[src/rtl/dreg_loader_pkg.sv]
// Shared constants and state encoding for the data-register loader.
package dreg_loader_pkg;

   localparam int TOTAL_BITS_DFLT = 626;
   localparam int NBYTES_DFLT     = 79;
   localparam int TRIG_W_DFLT     = 4;
   localparam int CNT_W           = 7;

   typedef enum logic [1:0] {
      ST_IDLE   = 2'd0,
      ST_LOAD   = 2'd1,
      ST_COMMIT = 2'd2,
      ST_FIRE   = 2'd3
   } state_e;

endpackage

[src/rtl/dreg_trig_pulse.sv]
// Registered trigger pulse: while en is held, trig is high for TRIG_W cycles,
// starting one edge after en rises; done flags completion until en drops.
module dreg_trig_pulse
   import dreg_loader_pkg::*;
#(
   parameter int TRIG_W = TRIG_W_DFLT
) (
   input  logic clk_in,
   input  logic rst_n,
   input  logic en,
   output logic trig,
   output logic done
);

   localparam int CW = $clog2(TRIG_W + 1);

   logic [CW-1:0] cnt_q, cnt_d;
   logic          trig_q, trig_d;

   always_comb begin
      cnt_d  = '0;
      trig_d = 1'b0;
      if (en) begin
         if (cnt_q < CW'(TRIG_W)) begin
            cnt_d  = cnt_q + 1'b1;
            trig_d = 1'b1;
         end else begin
            cnt_d = cnt_q;
         end
      end
   end

   always_ff @(posedge clk_in) begin
      if (!rst_n) begin
         cnt_q  <= '0;
         trig_q <= 1'b0;
      end else begin
         cnt_q  <= cnt_d;
         trig_q <= trig_d;
      end
   end

   assign trig = trig_q;
   assign done = (cnt_q == CW'(TRIG_W));

endmodule

[src/rtl/dreg_loader.sv]
// Loads a byte-framed pattern into a shadow register, commits it to data_reg
// once the serializer is idle, and optionally fires a TRIG_W-cycle trigger.
module dreg_loader
   import dreg_loader_pkg::*;
#(
   parameter int TOTAL_BITS = TOTAL_BITS_DFLT,
   parameter int NBYTES     = NBYTES_DFLT,
   parameter int TRIG_W     = TRIG_W_DFLT
) (
   input  logic                  clk_in,
   input  logic                  rst_n,
   input  logic [7:0]            s_data,
   input  logic                  s_valid,
   input  logic                  s_sof,
   output logic                  s_ready,
   input  logic                  auto_trig,
   input  logic                  busy,
   output logic [TOTAL_BITS-1:0] data_reg,
   output logic                  trig,
   output logic                  frame_err,
   output logic                  committed
);

   state_e                  state_q, state_d;
   logic [CNT_W-1:0]        cnt_q, cnt_d;
   logic [TOTAL_BITS-1:0]   shadow_q, shadow_d;
   logic [TOTAL_BITS-1:0]   data_q, data_d;
   logic                    commit_q, commit_d;
   logic                    err_q, err_d;
   logic                    rdy_q, rdy_d;
   logic                    xfer;
   logic                    wr_en;
   logic [CNT_W-1:0]        wr_idx;
   logic                    pulse_en;
   logic                    pulse_done;

   assign xfer = s_valid && rdy_q;

   always_comb begin
      state_d  = state_q;
      cnt_d    = cnt_q;
      err_d    = err_q;
      data_d   = data_q;
      commit_d = 1'b0;
      wr_en    = 1'b0;
      wr_idx   = cnt_q;
      case (state_q)
         ST_IDLE: begin
            if (xfer) begin
               if (s_sof) begin
                  wr_en   = 1'b1;
                  wr_idx  = '0;
                  cnt_d   = CNT_W'(1);
                  state_d = ST_LOAD;
               end else begin
                  err_d = 1'b1;
               end
            end
         end
         ST_LOAD: begin
            if (xfer) begin
               wr_en = 1'b1;
               if (s_sof) begin
                  // A new start-of-frame abandons the partial frame and begins again
                  err_d  = 1'b1;
                  wr_idx = '0;
                  cnt_d  = CNT_W'(1);
               end else if (cnt_q == CNT_W'(NBYTES - 1)) begin
                  cnt_d   = '0;
                  state_d = ST_COMMIT;
               end else begin
                  cnt_d = cnt_q + 1'b1;
               end
            end
         end
         ST_COMMIT: begin
            if (!busy) begin
               data_d   = shadow_q;
               commit_d = 1'b1;
               state_d  = auto_trig ? ST_FIRE : ST_IDLE;
            end
         end
         ST_FIRE: begin
            if (pulse_done) begin
               state_d = ST_IDLE;
            end
         end
         default: state_d = ST_IDLE;
      endcase
      rdy_d = (state_d == ST_IDLE) || (state_d == ST_LOAD);
   end

   // Byte write into the shadow; bits beyond TOTAL_BITS in the last byte are dropped
   always_comb begin
      shadow_d = shadow_q;
      if (wr_en) begin
         for (int b = 0; b < TOTAL_BITS; b++) begin
            if (wr_idx == CNT_W'(b / 8)) begin
               shadow_d[b] = s_data[b % 8];
            end
         end
      end
   end

   always_ff @(posedge clk_in) begin
      if (!rst_n) begin
         state_q  <= ST_IDLE;
         cnt_q    <= '0;
         shadow_q <= '0;
         data_q   <= '0;
         commit_q <= 1'b0;
         err_q    <= 1'b0;
         rdy_q    <= 1'b0;
      end else begin
         state_q  <= state_d;
         cnt_q    <= cnt_d;
         shadow_q <= shadow_d;
         data_q   <= data_d;
         commit_q <= commit_d;
         err_q    <= err_d;
         rdy_q    <= rdy_d;
      end
   end

   assign pulse_en = (state_q == ST_FIRE);

   dreg_trig_pulse #(
      .TRIG_W (TRIG_W)
   ) u_trig_pulse (
      .clk_in (clk_in),
      .rst_n  (rst_n),
      .en     (pulse_en),
      .trig   (trig),
      .done   (pulse_done)
   );

   assign s_ready   = rdy_q;
   assign data_reg  = data_q;
   assign frame_err = err_q;
   assign committed = commit_q;

endmodule

[config.mk]
export PLATFORM = sky130hd
export DESIGN_NAME = dreg_loader
export DESIGN_NICKNAME = d
export VERILOG_FILES = /design/src/rtl/dreg_loader_pkg.sv /design/src/rtl/dreg_trig_pulse.sv /design/src/rtl/dreg_loader.sv
export SDC_FILE = /design/constraint.sdc
export NUM_CORES = 2
export LEC_CHECK = 0
export ABC_AREA = 1
export CELL_PAD_IN_SITES_DETAIL_PLACEMENT = 1
export CELL_PAD_IN_SITES_GLOBAL_PLACEMENT = 1
export CORE_MARGIN = 2
export CORE_UTILIZATION = 35
export CTS_CLUSTER_DIAMETER = 100
export DETAILED_ROUTE_END_ITERATION = 8
export PLACE_DENSITY_LB_ADDON = 0.1
export REMOVE_ABC_BUFFERS = 1
export SYNTH_ARGS = -nofsm -noshare
export SYNTH_HDL_FRONTEND = slang
export SYNTH_SLANG_ARGS = --single-unit
[constraint.sdc]
create_clock -name clk_in -period 2.45 [get_ports clk_in]
set_clock_uncertainty 0.1 [all_clocks]
set_input_delay 0.6125 -clock clk_in [delete_from_list [all_inputs] [get_ports clk_in]]
set_output_delay 0.6125 -clock clk_in [all_outputs]
set_load 0.01 [all_outputs]
After elaboration in Yosys (flattened, before gate mapping):

Index checks and enable logic that the tools add are counted.

* register bits: 1268
* latch bits: 0
* memory bits (writable): 0
* ROM bits: 0
* input port bits: 14
* output and inout bits: 630
* word-level logic and storage cells: 300
* memories kept: 0

* add/subtract/negate cells: 2
* multiply operators: 0
* divide/modulo/power cells: 0
* $lt $le $gt $ge: 1
* equality and inequality tests: 89
* shift operators: 0
* mux-type cells: 29
* bitwise operators: 1
* reductions and logical operators: 91

Operator list (number)
* 7-bit by 6-bit equality test with 1-bit output, second input constant: 32
* 2-bit AND reduction: 82
* 7-bit by 5-bit equality test with 1-bit output, second input constant: 16
* 7-bit equality test, second input constant: 16
* 7-bit by 4-bit equality test with 1-bit output, second input constant: 8
* 7-bit 2-to-1 mux: 8
* 7-bit by 3-bit equality test with 1-bit output, second input constant: 4
* 2-bit 2-to-1 mux: 8
* 7-bit by 2-bit equality test with 1-bit output, second input constant: 2
* 7-bit one-hot mux with 2 select lines: 1
* 2-bit != test, second input constant: 5
* 1-bit 2-to-1 mux: 9
* 2-bit one-hot mux with 4 select lines: 1
* 7-bit by 1-bit adder with 7-bit output, second input constant: 1
* 7-bit by 1-bit equality test with 1-bit output, second input constant: 1
* 7-bit zero test: 1
* 5-bit AND reduction: 1
* 2-bit by 1-bit equality test with 1-bit output, second input constant: 2
* 2-bit equality test, second input constant: 2
* 2-bit zero test: 2
* 1-bit one-hot mux with 2 select lines: 2
* 4-bit AND reduction: 1
* 3-bit by 1-bit adder with 3-bit output, second input constant: 1
* 3-bit equality test, second input constant: 1
* 6 further kinds: 6

Depth between registers and ports, before layout:

* depth after elaboration: 7
* mapped depth: 12
* depth with buffers taken out: 11

Hierarchy:

Synthesis repeated with hierarchy kept, for this count alone.

* cell total of the unflattened synthesis: 6298
* area total of the unflattened synthesis: 46303.2 µm²

Modules (own cells, without submodules)
* dreg_loader: instances 1, cells each 6275, area each 46134.2 µm², sequential area each 25304.3 µm²
* dreg_trig_pulse: instances 1, cells each 23, area each 168.9 µm², sequential area each 80.1 µm²

Least setup slack after synthesis:

Ideal clock, no wire load.

* path kind: in2reg
* from: input s_valid
* to: register shadow_q[248]
* library setup time: 0.119 ns
* arrival: 1.858 ns
* required time: 2.231 ns
* setup slack: 0.372 ns
* cell stages on the path: 9
* buffers on the path: 2
* cells stage by stage: nand2_2 -> nor2_4 -> nand3_1 -> nor2_4 -> buf_4 -> nand2_2 -> buf_2 -> o21ai_1 -> a21oi_1

* longest elaborated chain between the ends: 5
* elaborated cells on any way between the ends: 8
* classes of those cells: eq/ne (1); mux (5); reduce/logical (2)

Ends and longest elaborated chain
* start: declaration: RTL line dreg_loader.sv:13 `input logic s_valid,`
* 1-bit logical AND *: RTL line dreg_loader.sv:37 `assign xfer = s_valid && rdy_q;`
* 7-bit 2-to-1 mux: RTL line dreg_loader.sv:49 `if (xfer) begin`
* 7-bit 2-to-1 mux
* 7-bit by 5-bit equality test with 1-bit output: RTL line dreg_loader.sv:98 `if (wr_idx == CNT_W'(b / 8)) begin`
* 2-bit AND reduction (no line) *
* end signal: assignment: RTL line dreg_loader.sv:117 `shadow_q <= shadow_d;`
* end: declaration: RTL line dreg_loader.sv:26 `logic [TOTAL_BITS-1:0] shadow_q, shadow_d;`

Every way passes the cells marked *; elsewhere a longest branch is shown, timed or not.
A chain may end at the register's enable or synchronous reset.

Worst setup path after layout:

* from: register data_q[521], in the netlist data_reg[521]
* to: output data_reg[521]

RTL lines
* start: declaration: RTL line dreg_loader.sv:27 `logic [TOTAL_BITS-1:0] data_q, data_d;`
* start signal: assignment: RTL line dreg_loader.sv:118 `data_q <= data_d;`
* end: declaration: RTL line dreg_loader.sv:18 `output logic [TOTAL_BITS-1:0] data_reg,`

No word-level cell between the ends.

==> impl_metrics.py <==
metrics = {
    "global_routing": {
        "overflow": 0,
        "first_global_vias": 42500,
        "grt_max_degree": 132,
        "grt_pass1_wl_um": 254000,
        "grtUsageTotal_pct": 23.8,
        "grt_antenna_before_repair": 6,
    },
    "min_path": {
        "min_path_type": "primary input to register",
        "holdPathEnd": "shadow_q[513]",
        "hp-start": "rst_n",
        "hold-path-cell-count": 3,
    },
    "power": {
        "power_density_nw_per_um2": 704,
        "switching_power_w": 0.00976,
        "p_leak_nw": 28.7,
        "combPwrFrac_pct": 2.8,
        "p_int_w": 0.0338,
        "seq_power_share_pct": 47.3,
        "switching_share_pct": 22.4,
        "peakVddDrop_mv": 0.580,
        "pwr-share-clk_pct": 49.9,
    },
    "clocking": {
        "clockBufferDepth": 3,
        "cts_buffers": 142,
        "numClockSinks": 1268,
        "clock-root-buffer": "clkbuf_16",
        "clkLatencyLatePin_ns": 0.77,
        "cts_tree": "yes",
        "cts_htree_levels": 4,
        "clk_pin_slew_ns": 0.06,
    },
    "placed_design": {
        "dp_hpwl_um": 112000,
        "port_buffers": 643,
        "dp.cells": 8487,
        "gp_congestion": 0.796,
    },
    "worst_setup_path": {
        "r2r_start": "state_q[1]",
        "reg2reg_slack_ns": 0.17,
        "crit_fanout": 2,
        "cp_top_family": "buffers and inverters",
        "worstRegToRegCells": 9,
        "crit_arrival_ns": 1.69,
        "r2r-end": "shadow_q[441]",
        "startpoint_type": "register",
        "path_buf_inv": 1,
        "path_class": "register to primary output",
        "crit_path_start": "data_reg[521]",
        "cp_slowest_cell": "clkdlybuf4s50_1",
        "endpoint_kind": "primary output",
        "max_stage_delay_ns": 0.55,
        "critPathRequiredTime_ns": 1.74,
        "cp_cell_sequence": "clkdlybuf4s50_1",
    },
    "outcome": {
        "status": "finished, final reports clean",
    },
    "synth": {
        "ys_ff_latch": 1268,
        "synth_cell_type_count": 38,
        "synth_ff_type": "dfxtp_1",
        "synth_common_cells": "1,730 x nor2_1, 1,268 x dfxtp_1, 842 x nand2_1",
        "postSynthCellCount": 6253,
        "post-synth-top-area-fraction_pct": 53.7,
        "yosysTopAreaCell": "dfxtp_1",
        "ys_seq_area_share_pct": 53.7,
        "yosysWarnings": 0,
        "synth.most_common_cell": "nor2_1",
        "synthTopCellsByArea": "dfxtp_1 54%, nor2_1 14%, o21ai_0 8.6%",
        "syn_area_per_cell_um2": 7.55,
        "async_flop_share_pct": 0,
        "synth_edf_count": 0,
        "netlist_area_um2": 47200,
    },
    "die": {
        "core_area_um2": 134000,
        "die-area_um2": 138000,
        "start_util_pct": 35.3,
        "die_h_um": 371,
        "rows": 134,
        "ios": 644,
        "die_w_um": 371,
    },
    "layout": {
        "fillers": 16100,
        "final_cells": 8746,
        "area_delta_synth_final_pct": 31.1,
        "final_net_count": 6881,
        "drive_gt1_share_pct": 9.80,
    },
    "route": {
        "post_drt_wl_per_cell_um": 19.2,
        "dr.first_iter.drc_count": 2456,
        "drt-total-wl_um": 168000,
        "via_per_inst": 4.82,
        "ant_nets": 0,
        "dr_total_vias": 42200,
        "drc": 0,
        "first_pass_iters": 5,
    },
    "sta": {
        "hold_violations": 0,
        "slew_viol_final": 0,
        "finalCriticalPeriod_ns": 2.40,
        "max_freq_ghz": 0.416,
        "setup_violations": 0,
        "relSlewSlack_pct": 57.4,
        "worst_pin_slew_ns": 0.640,
        "fin_tns_setup_ns": 0,
        "rsz0062_at_grt": "no",
        "post-route-period-util_pct": 98.1,
    },
    "flow_run": {
        "drv_cap": 0,
    },
}
[timing repair]
item                                    in CTS  in global routing
endpoints found under the setup margin     298                 20
buffers inserted                             0                  0
resized for setup                          323                 20
hold buffers                                 0                  0
[power groups by stage]
stage | clock [W] | combinational [W] | sequential (W)
after floorplan | 0 | 0.000329 | 0.0211
after global placement | 0 | 0.00121 | 0.0211
after detailed placement | 0 | 0.00122 | 0.0211
after CTS | 0.0223 | 0.00122 | 0.0206
after global routing | 0.0231 | 0.00131 | 0.0206
final | 0.0217 | 0.00121 | 0.0206
[cell families after synthesis]
kind of cell | Yosys count | synth area share, %
buffers and inverters | 924 | 8.16
DFF | 1268 | 53.7
xor gates and xnor gates | 1 | 0.0185
AOI/OAI and AO/OA | 1180 | 12.6
adders and majority gates | 4 | 0.106
and+or+nand+nor | 2876 | 25.4
[cell type report]
cell class / instances / area (um2) / share of cell area, %
sequential: 1268 / 25400 / 41.1
multi-input combinational: 4061 / 18000 / 29.1
timing repair buffer: 909 / 9660 / 15.6
clock buffer: 213 / 4300 / 6.94
tap: 1768 / 2210 / 3.57
inverter: 481 / 1820 / 2.94
clock inverter: 45 / 470 / 0.760
antenna: 1 / 2.50 / 0.00404
[worst min-delay path, cell delays in order]
cell and delay [ns]:
buf_8 0.15, nand2_1 0.09, nor2_1 0.03
[cell usage in the layout, fill, tap and decap left out, types with 37 or more instances in the layout]
cell             count
dfxtp_2             37
buf_12             124
dfxtp_1           1231
nand4_1            100
a21oi_1            364
nand2_1            842
clkdlybuf4s50_1    328
nor2_1            1722
inv_1              446
clkbuf_16          148
buf_4              149
nand3_1            100
dlygate4sd2_1      286
o21ai_0            810
[metrics by stage]
stage | util [%] | power [W] | hold slack (ns) | setup slack (ns) | area [um2]
finish | 46.3 | 0.0436 | 0.0902 | 0.0475 | 61900
global placement | 43.0 | 0.0223 | 0.337 | -0.483 | 57400
floorplan | - | 0.0214 | 0.329 | -26.47 | 45200
detailed placement | 43.0 | 0.0223 | 0.345 | -0.517 | 57400
CTS | 46.3 | 0.0441 | 0.0376 | 0.000145 | 61900
global route | 46.3 | 0.0451 | 0.0611 | 0.000423 | 61900
[layer usage]
metal | global-route usage, % | routed length [um]
met3 | 4.46 | 7920
met2 | 39.5 | 78500
met1 | 31.1 | 76300
met5 | 0 | 0
met4 | 7.97 | 4900
[worst max-delay path by stage]
stage | to | slack [ns] | cells past startpoint
2_1_floorplan | data_reg[104] | -26.47 | 4
3_3_place_gp | shadow_q[93] | -0.48 | 12
3_5_place_dp | shadow_q[205] | -0.52 | 10
4_1_cts | data_reg[218] | 0.0001 | 1
5_1_grt | data_reg[620] | 0.0004 | 1
6_report | data_reg[521] | 0.05 | 1
No activity file was read; power rests on OpenSTA's default activity.
